--- config.mk ---
export PLATFORM = sky130hd
export DESIGN_NAME = ray_dir_gen_flat
export DESIGN_NICKNAME = d
export VERILOG_FILES = /design/src/rtl/ray_dir_gen_if.sv /design/src/rtl/ray_dir_gen.sv /design/src/flat_wrapper.sv
export SDC_FILE = /design/constraint.sdc
export NUM_CORES = 2
export LEC_CHECK = 0
export BUFFER_PORTS_ARGS = -buffer_cell sky130_fd_sc_hd__buf_2
export CAP_MARGIN = 20
export CELL_PAD_IN_SITES_DETAIL_PLACEMENT = 2
export CELL_PAD_IN_SITES_GLOBAL_PLACEMENT = 2
export CORE_ASPECT_RATIO = 2
export CORE_MARGIN = 4
export CORE_UTILIZATION = 28
export CTS_BUF_LIST = sky130_fd_sc_hd__clkbuf_8 sky130_fd_sc_hd__clkbuf_16
export CTS_CLUSTER_DIAMETER = 200
export DETAILED_ROUTE_END_ITERATION = 16
export PLACE_DENSITY = 0.7
export SYNTH_ARGS = -nofsm -noshare
export SYNTH_HDL_FRONTEND = slang
export SYNTH_SLANG_ARGS = --single-unit
--- constraint.sdc ---
create_clock -name clk_in -period 8.1 [get_ports clk_in]
set_input_delay 0.405 -clock clk_in [delete_from_list [all_inputs] [get_ports clk_in]]
set_output_delay 0.405 -clock clk_in [all_outputs]
set_load 0.01 [all_outputs]
--- src/rtl/ray_dir_gen_if.sv ---
// ray_dir_gen_if: ray stream from ray_dir_gen to the downstream DDA/raycaster stage.
// master drives the ray payload and valid; slave returns ready.
interface ray_dir_gen_if #(
    parameter int unsigned SCREEN_W = 320
);
    localparam int unsigned ColW = $clog2(SCREEN_W);

    logic            ray_valid;
    logic            ray_ready;
    logic [ColW-1:0] ray_col;
    logic [15:0]     rayDirX;
    logic [15:0]     rayDirY;
    logic [15:0]     ray_posX;
    logic [15:0]     ray_posY;

    modport master (
        output ray_valid, ray_col, rayDirX, rayDirY, ray_posX, ray_posY,
        input  ray_ready
    );

    modport slave (
        input  ray_valid, ray_col, rayDirX, rayDirY, ray_posX, ray_posY,
        output ray_ready
    );
endinterface

--- src/rtl/ray_dir_gen.sv ---
// ray_dir_gen: snapshots camera state on frame_switch and streams rayDir = dir + plane*cameraX
// for each column. Optional `RAY_OVERRUN_CNT_EN adds overrun_cnt for dropped frame_switch pulses.
module ray_dir_gen #(
    parameter int unsigned SCREEN_W = 320,
    parameter int          CAM_STEP = (2 ** 17) / int'(SCREEN_W)
) (
    input  logic                clk_in,
    input  logic                rst_n_in,
    input  logic                frame_switch,
    input  logic signed [15:0]  posX,
    input  logic signed [15:0]  posY,
    input  logic signed [15:0]  dirX,
    input  logic signed [15:0]  dirY,
    input  logic signed [15:0]  planeX,
    input  logic signed [15:0]  planeY,
    ray_dir_gen_if.master       ray,
    output logic                frame_busy,
    output logic                frame_done
`ifdef RAY_OVERRUN_CNT_EN
    ,
    output logic [7:0]          overrun_cnt
`endif
);
    localparam int unsigned ColW = $clog2(SCREEN_W);
    localparam logic [ColW-1:0]     LastCol  = ColW'(SCREEN_W - 1);
    localparam logic signed [17:0]  CamStep  = 18'(CAM_STEP);
    localparam logic signed [17:0]  CamStart = -18'sd65536;

    typedef enum logic [1:0] {StIdle, StMul, StAdd, StOut} state_e;

    state_e                 state_q;
    logic signed [15:0]     dir_x_q, dir_y_q, plane_x_q, plane_y_q;
    logic signed [17:0]     cam_q;
    logic [ColW-1:0]        col_q;
    logic signed [33:0]     prod_x_q, prod_y_q;
    logic signed [33:0]     plane_x_ext, plane_y_ext, cam_ext;

    // Full-width operands so the signed product is formed at 34 bits.
    always_comb begin
        plane_x_ext = {{18{plane_x_q[15]}}, plane_x_q};
        plane_y_ext = {{18{plane_y_q[15]}}, plane_y_q};
        cam_ext     = {{16{cam_q[17]}}, cam_q};
    end

    always_ff @(posedge clk_in or negedge rst_n_in) begin
        if (!rst_n_in) begin
            state_q      <= StIdle;
            dir_x_q      <= '0;
            dir_y_q      <= '0;
            plane_x_q    <= '0;
            plane_y_q    <= '0;
            cam_q        <= '0;
            col_q        <= '0;
            prod_x_q     <= '0;
            prod_y_q     <= '0;
            ray.ray_valid <= 1'b0;
            ray.ray_col  <= '0;
            ray.rayDirX  <= '0;
            ray.rayDirY  <= '0;
            ray.ray_posX <= '0;
            ray.ray_posY <= '0;
            frame_busy   <= 1'b0;
            frame_done   <= 1'b0;
`ifdef RAY_OVERRUN_CNT_EN
            overrun_cnt  <= '0;
`endif
        end else begin
            frame_done <= 1'b0;
`ifdef RAY_OVERRUN_CNT_EN
            if (frame_switch && (state_q != StIdle) && (overrun_cnt != 8'hFF)) begin
                overrun_cnt <= overrun_cnt + 8'd1;
            end
`endif
            unique case (state_q)
                StIdle: begin
                    if (frame_switch) begin
                        dir_x_q      <= dirX;
                        dir_y_q      <= dirY;
                        plane_x_q    <= planeX;
                        plane_y_q    <= planeY;
                        ray.ray_posX <= posX;
                        ray.ray_posY <= posY;
                        cam_q        <= CamStart;
                        col_q        <= '0;
                        frame_busy   <= 1'b1;
                        state_q      <= StMul;
                    end
                end
                StMul: begin
                    prod_x_q <= plane_x_ext * cam_ext;
                    prod_y_q <= plane_y_ext * cam_ext;
                    state_q  <= StAdd;
                end
                StAdd: begin
                    // Arithmetic >>> 16 then truncate == prod[31:16]; sum wraps mod 2^16.
                    ray.rayDirX   <= dir_x_q + 16'(prod_x_q >>> 16);
                    ray.rayDirY   <= dir_y_q + 16'(prod_y_q >>> 16);
                    ray.ray_col   <= col_q;
                    ray.ray_valid <= 1'b1;
                    state_q       <= StOut;
                end
                StOut: begin
                    if (ray.ray_valid && ray.ray_ready) begin
                        ray.ray_valid <= 1'b0;
                        if (col_q == LastCol) begin
                            frame_busy <= 1'b0;
                            frame_done <= 1'b1;
                            state_q    <= StIdle;
                        end else begin
                            col_q   <= col_q + ColW'(1);
                            cam_q   <= cam_q + CamStep;
                            state_q <= StMul;
                        end
                    end
                end
                default: state_q <= StIdle;
            endcase
        end
    end
endmodule

--- src/flat_wrapper.sv ---
// flat-port wrapper written by rule: the top's interface ports become plain ports
module ray_dir_gen_flat 
#(
    parameter int unsigned SCREEN_W = 320,
    parameter int          CAM_STEP = (2 ** 17) / int'(SCREEN_W)
)
  (clk_in, rst_n_in, frame_switch, posX, posY, dirX, dirY, planeX, planeY, frame_busy, frame_done, ray_ray_valid, ray_ray_col, ray_rayDirX, ray_rayDirY, ray_ray_posX, ray_ray_posY, ray_ray_ready);
  ray_dir_gen_if #(.SCREEN_W(SCREEN_W)) ray_i ();
  input  logic clk_in;
  input  logic rst_n_in;
  input  logic frame_switch;
  input  logic signed [15:0] posX;
  input  logic signed [15:0] posY;
  input  logic signed [15:0] dirX;
  input  logic signed [15:0] dirY;
  input  logic signed [15:0] planeX;
  input  logic signed [15:0] planeY;
  output logic frame_busy;
  output logic frame_done;
  output wire logic [$bits(ray_i.ray_valid)-1:0] ray_ray_valid;
  output wire logic [$bits(ray_i.ray_col)-1:0] ray_ray_col;
  output wire logic [$bits(ray_i.rayDirX)-1:0] ray_rayDirX;
  output wire logic [$bits(ray_i.rayDirY)-1:0] ray_rayDirY;
  output wire logic [$bits(ray_i.ray_posX)-1:0] ray_ray_posX;
  output wire logic [$bits(ray_i.ray_posY)-1:0] ray_ray_posY;
  input wire logic [$bits(ray_i.ray_ready)-1:0] ray_ray_ready;
  assign ray_ray_valid = ray_i.ray_valid;
  assign ray_ray_col = ray_i.ray_col;
  assign ray_rayDirX = ray_i.rayDirX;
  assign ray_rayDirY = ray_i.rayDirY;
  assign ray_ray_posX = ray_i.ray_posX;
  assign ray_ray_posY = ray_i.ray_posY;
  assign ray_i.ray_ready = ray_ray_ready;
  ray_dir_gen #(.SCREEN_W(SCREEN_W), .CAM_STEP(CAM_STEP)) u_core (.clk_in(clk_in), .rst_n_in(rst_n_in), .frame_switch(frame_switch), .posX(posX), .posY(posY), .dirX(dirX), .dirY(dirY), .planeX(planeX), .planeY(planeY), .ray(ray_i), .frame_busy(frame_busy), .frame_done(frame_done));
endmodule
==> Yosys cells after proc, flatten, opt, wreduce, memory -nomap -nowiden <==
Index checks and enable logic that the tools add are counted.
{ "classes": {"addsub": 4, "mul": 2, "n_mux": 21, "n_reduce_logical": 9, "eq_ne": 8} }
{ "ops": {"columns": ["operator", "n"], "rows": [
  ["16-bit by 18-bit multiplier with 32-bit output", 2],
  ["18-bit two-way mux", 3],
  ["18-bit case mux with 2 select lines", 1],
  ["16-bit adder", 2],
  ["9-bit two-way mux", 3],
  ["18-bit by 10-bit adder with 18-bit output (second input constant)", 1],
  ["9-bit case mux with 2 select lines", 1],
  ["9-bit by 1-bit adder with 9-bit output (second input constant)", 1],
  ["9-bit == test (second input constant)", 1],
  ["1-bit two-way mux", 8],
  ["2-bit case mux with 4 select lines", 1],
  ["4-bit AND reduction", 2],
  ["2-bit AND reduction", 3],
  ["2-bit == test (second input constant)", 2],
  ["2-bit two-way mux", 2],
  ["2-bit by 1-bit inequality test with 1-bit output (second input constant)", 2],
  ["2-bit inequality test (second input constant)", 2],
  ["1-bit case mux with 2 select lines", 2],
  ["2-bit nonzero test", 2],
  ["2-bit by 1-bit == test with 1-bit output (second input constant)", 1],
  ["2-bit zero test", 1],
  ["1-bit logical AND", 1]
]} }
{ "word_totals": {"out_inout_bits": 76, "reg_bits": 233, "input_bits": 100, "wordCells": 61} }

==> Longest topological paths before layout <==
{ "logic_depth": {"ltp_word": 4, "ltp_mapped": 27, "mapped_depth_nobuf": 25} }

==> Worst setup path before layout <==
No wires, ideal clock.
{ "synth_path": {"kind": "register to register", "start": "register u_core.cam_q[7]", "end": "register u_core.prod_x_q[25]", "period_less_slack_ps": 6255, "t_arrival_ps": 6130, "n_path_buf": 2, "stages_incl_launch_ff": 25, "slack_ps": 1845, "required_ps": 7975, "setup_time_ps": 125, "path_cell_list": "dfrtp_1 -> clkbuf_1 -> clkbuf_1 -> nand2_1 -> fa_1 -> inv_1 -> fa_1 -> inv_1 -> fa_1 -> inv_1 -> fa_1 -> fa_1 -> inv_1 -> fa_1 -> inv_1 -> ha_1 -> a211oi_2 -> o211ai_1 -> a21oi_2 -> nor3_2 -> or3_4 -> a31o_2 -> a41o_1 -> xor2_1 -> mux2_2"} }
{ "synth_between": {"elab_chain_cells": 1} }
{ "synth_lines": {"columns": ["element", "line_no", "text"], "rows": [
  ["start: declaration", "ray_dir_gen.sv:33", "logic signed [17:0] cam_q;"],
  ["start signal: assignment", "ray_dir_gen.sv:83", "cam_q <= CamStart;"],
  ["start signal: assignment", "ray_dir_gen.sv:111", "cam_q <= cam_q + CamStep;"],
  ["16-bit by 18-bit multiplier with 32-bit output", "ray_dir_gen.sv:90", "prod_x_q <= plane_x_ext * cam_ext;"],
  ["end signal: assignment", "ray_dir_gen.sv:90", null],
  ["end: declaration", "ray_dir_gen.sv:35", "logic signed [33:0] prod_x_q, prod_y_q;"]
]} }
Every way passes these cells.
A chain may end at the register's enable or synchronous reset.

==> Worst setup path in the final report <==
{ "layout_path": {"start": "register u_core.cam_q[10]", "end": "register u_core.prod_x_q[30]"} }
The elaborated chain is that of the path after synthesis.

==> impl_metrics.py <==
metrics = {
    "run_status": {
        "status": "finished clean",
    },
    "global_route": {
        "antenna_found_initial": 4,
        "grtUsageMet1": 0.166,
        "busiest_layer": "met2",
        "grt_pass1_vias": 25403,
        "grtUsageTotal": 0.167,
        "grt-ovfl-total": 0,
        "grtUsageMet3": 0.0169,
        "grt_pass1_wl_mm": 144,
        "grt_max_degree": 93,
        "use_met2": 0.350,
    },
    "clocking": {
        "post_cts_buffers": 0,
        "cts_sinks": 201,
        "htreeDepth": 1,
        "post_cts_resized": 0,
        "cts_made_buffers": 25,
        "path_clk_slew_ns": 0.07,
        "clockBufferDepth": 3,
        "root_buffer": "clkbuf_16",
        "clk_latency_ns": 0.60,
        "cts_tree": "done",
    },
    "floorplanning": {
        "coreArea_um2": 104000,
        "ioPinCount": 176,
        "die_area_um2": 110000,
        "chipWidth_um": 237,
        "die_y_um": 466,
        "initial_core_util": 0.282,
        "rows": 167,
    },
    "detailed_routing": {
        "wl_per_cell_um": 20.3,
        "wl_mm": 90.6,
        "vias": 20702,
        "ant_nets": 0,
        "via_per_inst": 4.63,
        "first_iter_violations": 539,
        "remaining_drc_errors": 0,
        "drtPass1Iterations": 4,
    },
    "flow_run": {
        "maxCapViolCount": 0,
    },
    "timing": {
        "setup_viol": 0,
        "hold_viol": 0,
        "fin_tns_setup_ns": 0,
        "tightest_slew_ns": 1.00,
        "rsz0062_at_grt": "no",
        "fmax_ghz": 0.142,
        "max_slew_margin": 0.330,
        "slew_viol_final": 0,
        "hold_slack_ns": 0.0434,
        "finalCritPeriodShare": 0.872,
        "fin_worst_skew_ns": 0.0344,
        "min_period_ns": 7.07,
    },
    "yosys": {
        "ys_ff_latch": 201,
        "ys_types": 75,
        "synthesis.area_um2": 29300,
        "synthCells": 2992,
        "yosys.area.top_type": "fa_1",
        "synth_edf_count": 0,
        "netlist_top_cells_count": "inv_1, fa_1, nand2_1",
        "syn_area_per_cell_um2": 9.80,
        "synth-main-ff-cell": "dfrtp_1",
        "yosysSeqAreaShare": 0.172,
        "yosys.cell_count.top_type": "inv_1",
        "synth_nets": 3840,
        "async_flop_share": 1.00,
        "ys_top_cells_by_area": "fa_1, dfrtp_1, inv_1",
        "yosys_warnings": 0,
        "synth_top_area_share": 0.377,
    },
    "worst_setup_path": {
        "crit_path_max_fanout": 17,
        "crit_start": "u_core.cam_q[10]",
        "reg2reg_to": "u_core.prod_x_q[30]",
        "crit_path_end_kind": "register",
        "ff2ff_setup_slack_ns": 1.03,
        "crit_chain": "buf_4, nand2_1, fa_1, inv_1, fa_1, fa_1, fa_1, fa_1, inv_1, fa_1, inv_1, ha_1, a21o_1, a21o_1, a21o_1, a21oi_1, a21oi_2, o31ai_2, o21bai_1, xor2_1, mux2_2",
        "regToRegStartpoint": "u_core.cam_q[10]",
        "critPathKind": "reg -> reg",
        "start_kind": "register",
        "crit_slowest_cell": "dfrtp_1",
        "crit_top_cell": "fa_1",
        "crit_arrival_ns": 7.55,
        "crit_required_ns": 8.58,
        "crit_end": "u_core.prod_x_q[30]",
        "max_stage_delay_ns": 0.85,
        "reg2regPathDepth": 21,
    },
    "placed_design": {
        "numPortBuffers": 175,
        "placed_cells": 4415,
        "hpwl_mm": 75.2,
        "place_congestion": 0.803,
    },
    "hold_path": {
        "min_path_type": "in -> reg",
        "worstHoldPathCells": 2,
    },
    "layout": {
        "area_delta_synth_final_pct": 11.3,
        "n_fill_cell": 11422,
        "drive_above_1_share": 0.138,
        "fin_util": 0.314,
        "final_cells": 4474,
        "layout.nets": 3950,
    },
}
## final cells by class
class                           count  area, um^2  area share
Antenna cell                        2        5.00    0.000153
Clock buffer                       27         653      0.0200
Clock inverter                     18         185     0.00567
Inverter                          676        2540      0.0777
Multi-Input combinational cell   1969       21200       0.650
Sequential cell                   201        5030       0.154
Tap cell                         1352        1690      0.0518
Timing Repair Buffer              229        1330      0.0409
## per-layer routing
| layer | up-vias | part of all wire |
|---|---|---|
| li1 | 9149 | - |
| met3 | 130 | 0.029 |
| met1 | 11101 | 0.33 |
| met4 | 4 | 0.040 |
| met2 | 318 | 0.60 |
| met5 | - | 0.00036 |
## per-stage QoR
stage / area, um^2 / setup slack (ns)
2_1_floorplan: 29300 / 1.84
3_3_place_gp: 31700 / 1.20
3_5_place_dp: 31700 / 1.06
4_1_cts: 32600 / 0.985
5_1_grt: 32600 / 0.712
6_report: 32600 / 1.03
## state kept, by name, indices dropped and copies added, names as in the netlist
name,flops
u_core.dir_x_q,16
u_core.prod_x_q,16
u_core.dir_y_q,16
u_core.state_q,2
u_core.cam_q,18
u_core.ray.ray_posX,16
u_core.frame_done,1
u_core.prod_y_q,16
u_core.frame_busy,1
u_core.ray.ray_posY,16
u_core.plane_x_q,16
u_core.plane_y_q,16
u_core.ray.ray_valid,1
u_core.col_q,9
u_core.ray.rayDirY,16
u_core.ray.rayDirX,16
u_core.ray.ray_col,9
## worst max-delay path, delay by kind of cell (launching register included)
family	cells	cell delay, ns
multiplexers	1	0.26
adder cells (fa/ha/maj)	7	3.43
buffers and inverters	4	0.49
XOR/XNOR	1	0.16
AND/OR/NAND/NOR	1	0.09
flip-flops	1	0.85
AO/OA/AOI/OAI	7	1.66
## logic make-up (layout without fill, tap and decap cells)
logic type | Yosys count | in the layout | synth area share
buffers and inverters | 822 | 950 | 0.106
and+or+nand+nor | 785 | 785 | 0.132
adders and majority gates | 748 | 748 | 0.461
AOI/OAI and AO/OA | 201 | 201 | 0.0473
DFF | 201 | 201 | 0.172
muxes | 143 | 143 | 0.0549
xor gates and xnor gates | 92 | 92 | 0.0275
other | 0 | 2 | 0
## cells in the final DEF (no fill, tap or decap), types with 6 or more instances in the layout
master and count:
o21a_1 9, clkbuf_16 25, dfrtp_1 198, and2_1 270
a21oi_1 41, o21ai_0 36, nand2_1 322, nor3_1 16
a21o_1 31, xnor2_1 63, nor2_1 85, fa_1 552
nand3_1 25, mux2_2 139, nand4_1 7, nor2b_1 10
nand2b_1 7, xor2_1 29, or3_1 8, buf_2 174
buf_4 41, a211oi_1 11, ha_1 194, dlygate4sd3_1 12
or2_2 6, and3_1 8, inv_1 679
## worst min-delay path by stage
stage          slack [ns]                endpoint       start
4_1_cts            0.0002  u_core.ray.ray_posY[3]     posY[3]
2_1_floorplan        0.11         u_core.cam_q[0]    rst_n_in
5_1_grt              0.02      u_core.dir_y_q[14]    dirY[14]
6_report             0.04    u_core.plane_y_q[15]  planeY[15]
3_3_place_gp         0.46   u_core.ray.rayDirY[5]    rst_n_in
3_5_place_dp         0.47   u_core.ray.rayDirY[5]    rst_n_in
## timing repair
| action | in CTS | in global routing |
|---|---|---|
| endpoints found under the hold margin | 101 | 0 |
| hold buffers | 12 | 0 |
| endpoints found under the setup margin | 0 | 0 |
Power is left out: the tool's default activity adds up to more than one toggle a clock period on the data nets, which glitch-free logic cannot reach.
